===== src/rtl/alu_exec_unit.sv =====
// alu_exec_unit: execute-stage ALU with valid/ready handshakes.
// Logic/arith ops finish in one cycle; shifts iterate one bit per cycle.
module alu_exec_unit #(
    parameter int WIDTH = 32
) (
    input  logic             clk,
    input  logic             rst,
    input  logic             in_valid,
    output logic             in_ready,
    input  logic [2:0]       alu_control,
    input  logic [WIDTH-1:0] src_a,
    input  logic [WIDTH-1:0] src_b,
    output logic             out_valid,
    input  logic             out_ready,
    output logic [WIDTH-1:0] result,
    output logic             zero
);

    localparam int SHW = $clog2(WIDTH);

    typedef enum logic [1:0] {
        S_IDLE,
        S_SHIFT,
        S_DONE
    } state_t;

    typedef enum logic [1:0] {
        SH_SLL,
        SH_SRL,
        SH_SRA
    } shop_t;

    state_t           state_q, state_d;
    shop_t            sh_q, sh_d, sh_sel;
    logic [WIDTH-1:0] acc_q, acc_d;
    logic [SHW-1:0]   cnt_q, cnt_d;
    logic [WIDTH-1:0] result_q, result_d;
    logic             zero_q, zero_d;

    logic             op_add, op_sub, op_and, op_or, op_slt;
    logic             is_shift;
    logic [SHW-1:0]   shamt;
    logic [WIDTH-1:0] imm_res;
    logic [WIDTH-1:0] step;
    logic             slt_bit;

    assign op_add   = (alu_control == 3'b000);
    assign op_sub   = (alu_control == 3'b001);
    assign op_and   = (alu_control == 3'b010);
    assign op_or    = (alu_control == 3'b011);
    assign op_slt   = (alu_control == 3'b101);
    assign is_shift = alu_control[2] && !op_slt;
    assign shamt    = src_b[SHW-1:0];
    assign slt_bit  = $signed(src_a) < $signed(src_b);

    assign in_ready  = (state_q == S_IDLE);
    assign out_valid = (state_q == S_DONE);
    assign result    = result_q;
    assign zero      = zero_q;

    // Single-cycle result; a zero-distance shift passes src_a through.
    always_comb begin
        imm_res = src_a;
        unique case (1'b1)
            op_add:  imm_res = src_a + src_b;
            op_sub:  imm_res = src_a - src_b;
            op_and:  imm_res = src_a & src_b;
            op_or:   imm_res = src_a | src_b;
            op_slt:  imm_res = {{(WIDTH-1){1'b0}}, slt_bit};
            default: imm_res = src_a;
        endcase
    end

    // Map the shift opcode onto the internal shift kind.
    always_comb begin
        sh_sel = SH_SLL;
        case (alu_control)
            3'b110:  sh_sel = SH_SRL;
            3'b111:  sh_sel = SH_SRA;
            default: sh_sel = SH_SLL;
        endcase
    end

    // One-bit shift of the accumulator.
    always_comb begin
        step = acc_q;
        case (sh_q)
            SH_SLL:  step = {acc_q[WIDTH-2:0], 1'b0};
            SH_SRL:  step = {1'b0, acc_q[WIDTH-1:1]};
            SH_SRA:  step = {acc_q[WIDTH-1], acc_q[WIDTH-1:1]};
            default: step = acc_q;
        endcase
    end

    // Next-state and datapath update.
    always_comb begin
        state_d  = state_q;
        sh_d     = sh_q;
        acc_d    = acc_q;
        cnt_d    = cnt_q;
        result_d = result_q;
        zero_d   = zero_q;
        case (state_q)
            S_IDLE: begin
                if (in_valid) begin
                    if (is_shift && (shamt != '0)) begin
                        acc_d   = src_a;
                        cnt_d   = shamt;
                        sh_d    = sh_sel;
                        state_d = S_SHIFT;
                    end else begin
                        result_d = imm_res;
                        zero_d   = (imm_res == '0);
                        state_d  = S_DONE;
                    end
                end
            end
            S_SHIFT: begin
                acc_d = step;
                cnt_d = cnt_q - SHW'(1);
                if (cnt_q == SHW'(1)) begin
                    result_d = step;
                    zero_d   = (step == '0);
                    state_d  = S_DONE;
                end
            end
            S_DONE: begin
                if (out_ready) begin
                    state_d = S_IDLE;
                end
            end
            default: state_d = S_IDLE;
        endcase
    end

    // State and datapath registers with synchronous reset.
    always_ff @(posedge clk) begin
        if (rst) begin
            state_q  <= S_IDLE;
            sh_q     <= SH_SLL;
            acc_q    <= '0;
            cnt_q    <= '0;
            result_q <= '0;
            zero_q   <= 1'b0;
        end else begin
            state_q  <= state_d;
            sh_q     <= sh_d;
            acc_q    <= acc_d;
            cnt_q    <= cnt_d;
            result_q <= result_d;
            zero_q   <= zero_d;
        end
    end

endmodule


===== config.mk =====
export PLATFORM = sky130hd
export DESIGN_NAME = alu_exec_unit
export DESIGN_NICKNAME = d
export VERILOG_FILES = /design/src/rtl/alu_exec_unit.sv
export SDC_FILE = /design/constraint.sdc
export NUM_CORES = 1
export LEC_CHECK = 0
export CAP_MARGIN = 25
export CORE_MARGIN = 4
export CORE_UTILIZATION = 30
export CTS_CLUSTER_DIAMETER = 80
export DETAILED_ROUTE_END_ITERATION = 12
export PLACE_DENSITY = 0.47
export SKIP_CTS_REPAIR_TIMING = 1
export SYNTH_ARGS = -nofsm -noshare
export SYNTH_HDL_FRONTEND = slang
export SYNTH_SLANG_ARGS = --single-unit

===== constraint.sdc =====
create_clock -name clk -period 9.2 [get_ports clk]
set_clock_uncertainty 0.15 [all_clocks]
set_input_delay 0.92 -clock clk [delete_from_list [all_inputs] [get_ports clk]]
set_output_delay 0.92 -clock clk [all_outputs]
set_load 0.05 [all_outputs]

==> results.sh <==
export IMPL_yosysMostFrequentCell="nor2_1"
export IMPL_grt_max_degree=76
export IMPL_firstDrtPassIters=5
export IMPL_clk_pin_slew_ps=60
export IMPL_rsz0062_at_grt="no"
export IMPL_ir_worst_vdd_v=0.0000881
export IMPL_synthAdderAreaFrac=0.147
export IMPL_fin_tns_setup_ps=0
export IMPL_fin_ws_ps=3840
export IMPL_yosys_warnings=0
export IMPL_dp_hpwl_mm=31.6
export IMPL_cts_max_path_buffers=2
export IMPL_vias=11100
export IMPL_syn_area_sq_um=9920
export IMPL_max_clock_freq_mhz=187
export IMPL_remaining_drc_errors=0
export IMPL_dp_cells=1918
export IMPL_grt_pass1_wl_mm=62.1
export IMPL_yosys_area_top_type="dfxtp_1"
export IMPL_nFillCells=3546
export IMPL_slowest_stage="clkdlybuf4s50_1"
export IMPL_synth_cells=1457
export IMPL_async_flop_share=0
export IMPL_io_buffers=105
export IMPL_synth_common_cells="172 x nor2_1, 142 x a21oi_1, 128 x nand2_1"
export IMPL_initial_core_util=0.305
export IMPL_cp_max_fo=42
export IMPL_gp_congestion=0.994
export IMPL_cpMostUsedCell="nand4_1"
export IMPL_die_h_um=190
export IMPL_wl_per_cell_um=21.1
export IMPL_max_stage_delay_ps=850
export IMPL_crit_type="in2reg"
export IMPL_synth_edff_count=0
export IMPL_placementRows=66
export IMPL_cpLargestDelayFamily="simple AND/OR/NAND/NOR gates"
export IMPL_ant_nets=0
export IMPL_crit_buf_inv=3
export IMPL_synth_xor_area_share=0.0185
export IMPL_grt_usage=0.217
export IMPL_gr_total_overflow=0
export IMPL_first_global_vias=10200
export IMPL_clk_latency_ps=340
export IMPL_relSlewSlack=0.291
export IMPL_fin_crit_sh=0.582
export IMPL_drt_iter0_drc=1030
export IMPL_outcome="complete, no violations"
export IMPL_crit_path_cell_trace="clkdlybuf4s50_1 > nand2b_1 > nand2_1 > buf_8 > o211ai_1 > a21oi_4 > buf_4 > nor2_1 > nor4_1 > nand4_1 > nor3_1 > nand4_1 > nor4b_2 > a41o_1"
export IMPL_yosysSeqAreaShare=0.149
export IMPL_wl_mm=40.8
export IMPL_worst_pin_slew_ps=1060
export IMPL_antenna_found_initial=1
export IMPL_fin_nets=1675
export IMPL_hold_class="reg2reg"
export IMPL_cts_root_buffer="clkbuf_16"
export IMPL_cts_buffers=9
export IMPL_power_density_nw_per_um2=126
export IMPL_synthToLayoutAreaGrowth_pct=17.8
export IMPL_fin_crit_ps=5360
export IMPL_power_leakage_nw=4.54
export IMPL_syn_avg_cell_area_sq_um=6.81
export IMPL_synth_simple_area_share=0.241
export IMPL_cp_required_ps=9340
export IMPL_arrival_ps=5500
export IMPL_drv_cap=0
export IMPL_die_w_um=190
export IMPL_ys_flop_type="dfxtp_1"
export IMPL_holdWs_ps=303
export IMPL_clock_sinks=74
export IMPL_coreArea_sq_um=32500
export IMPL_ys_ff_latch=74
export IMPL_finish_utilization=0.359
export IMPL_instances_no_fill=1937
export IMPL_setup_viol_count_final=0
export IMPL_synth_mux_area_frac=0.0131
export IMPL_synth_area_leaders="dfxtp_1 15%, ha_1 14%, a21oi_1 7.2%"
export IMPL_via_per_inst=5.73
export IMPL_pre_cts_ws_ps=3140
export IMPL_synth_top_family_by_area="compound AO/OA/AOI/OAI gates"
export IMPL_num_io_pins=106
export IMPL_end_kind="flip-flop"
export IMPL_yosysUniqueCellTypes=80
export IMPL_die_area_sq_um=36000
export IMPL_synth_compound_area_share=0.354
export IMPL_hold_violations=0
export IMPL_syn_nets=1643
export IMPL_slew_violations=0
export IMPL_synth_top_area_frac=0.149
export IMPL_drive_above_1_share=0.0469
export IMPL_start_kind="primary input"
export IMPL_h_tree_depth=3
export IMPL_tritoncts="yes"
-- worst register-to-register path, cell delays in order, from the launching register on --
cell and delay, ps:
dfxtp_1 620, nand2b_2 210, buf_4 540, nand2_1 270, nor4_1 390, nand4_1 130
nor3_1 350, nand4_1 180, nor4b_2 280, a41o_1 180
-- power breakdown --
part	internal [mW]	switching, mW	total, mW	leakage, nW
logic	0.242	0.447	0.689	3.77
registers	0.351	0.0249	0.376	0.608
clock network	0.265	0.140	0.405	0.160
-- per-layer routing --
| metal | up-vias | GRT usage | share of wire |
|---|---|---|---|
| li1 | 5358 | - | - |
| met1 | 5294 | 0.322 | 0.48 |
| met2 | 399 | 0.340 | 0.45 |
| met3 | 46 | 0.0215 | 0.057 |
| met4 | 4 | 0.0462 | 0.016 |
| met5 | - | 0 | 0.00051 |
-- cell usage in the layout, fill, tap and decap left out, types with 6 or more instances in the layout --
cell type / synthesis / final
o31ai_1: 29 / 29
nor2_1: 172 / 170
ha_1: 113 / 113
o211ai_1: 49 / 49
a311oi_1: 19 / 19
a21o_1: 18 / 18
and3_1: 6 / 6
o22ai_1: 17 / 17
a21oi_1: 142 / 140
nor2b_1: 23 / 23
xnor2_1: 18 / 18
or3_1: 10 / 10
o21bai_1: 9 / 9
dfxtp_1: 74 / 73
buf_4: 2 / 14
nand2b_1: 30 / 29
a211o_1: 6 / 6
mux2i_1: 13 / 13
nand2_1: 128 / 128
o311ai_0: 6 / 6
inv_1: 95 / 95
nor4_1: 11 / 11
nand4_1: 19 / 19
clkbuf_16: 0 / 9
or2_2: 12 / 12
clkdlybuf4s50_1: 0 / 103
nor3_1: 41 / 41
o221ai_1: 12 / 12
a211oi_1: 40 / 40
a22oi_1: 6 / 6
o21ai_0: 94 / 94
a31oi_1: 13 / 13
nand3_1: 28 / 28
-- metrics by stage --
step | instance area (sq um) | total power, mW
finish | 11700 | 1.47
global route | 11700 | 1.55
CTS | 11600 | 1.47
detailed placement | 11300 | 1.06
global placement | 11300 | 1.05
floorplan | 9920 | 0.823
-- state kept, by name (all words and copies together), names as in the netlist --
name	flops
acc_q	32
state_q	2
sh_q	2
result	32
zero	1
cnt_q	5
-- final cells by class --
| type | count | area, sq um | area share |
|---|---|---|---|
| multi-input combinational | 1180 | 7700 | 0.659 |
| clock inverter | 5 | 103 | 0.00878 |
| timing repair buffer | 123 | 1240 | 0.106 |
| tap | 442 | 553 | 0.0473 |
| clock buffer | 11 | 233 | 0.0199 |
| antenna | 1 | 2.50 | 0.000214 |
| inverter | 101 | 379 | 0.0324 |
| sequential | 74 | 1480 | 0.127 |
-- worst paths after layout --
path	start	slack [ps]	cells past startpoint	end
max	alu_control[1]	3840	14	zero$_SDFFE_PP0P_
min	result[2]$_SDFFE_PP0P_	300	2	result[2]$_SDFFE_PP0P_
min reg2reg	result[2]$_SDFFE_PP0P_	300	2	result[2]$_SDFFE_PP0P_
max reg2reg	state_q[1]$_SDFFE_PP0P_	5860	9	zero$_SDFFE_PP0P_
-- cell families after synthesis --
| group | Yosys count |
|---|---|
| AO/OA/AOI/OAI | 524 |
| AND/OR/NAND/NOR | 507 |
| buffers and inverters | 203 |
| adder cells (fa/ha/maj) | 115 |
| flip-flops | 74 |
| XOR/XNOR | 21 |
| multiplexers | 13 |
No activity file was read; power rests on OpenSTA's default activity.
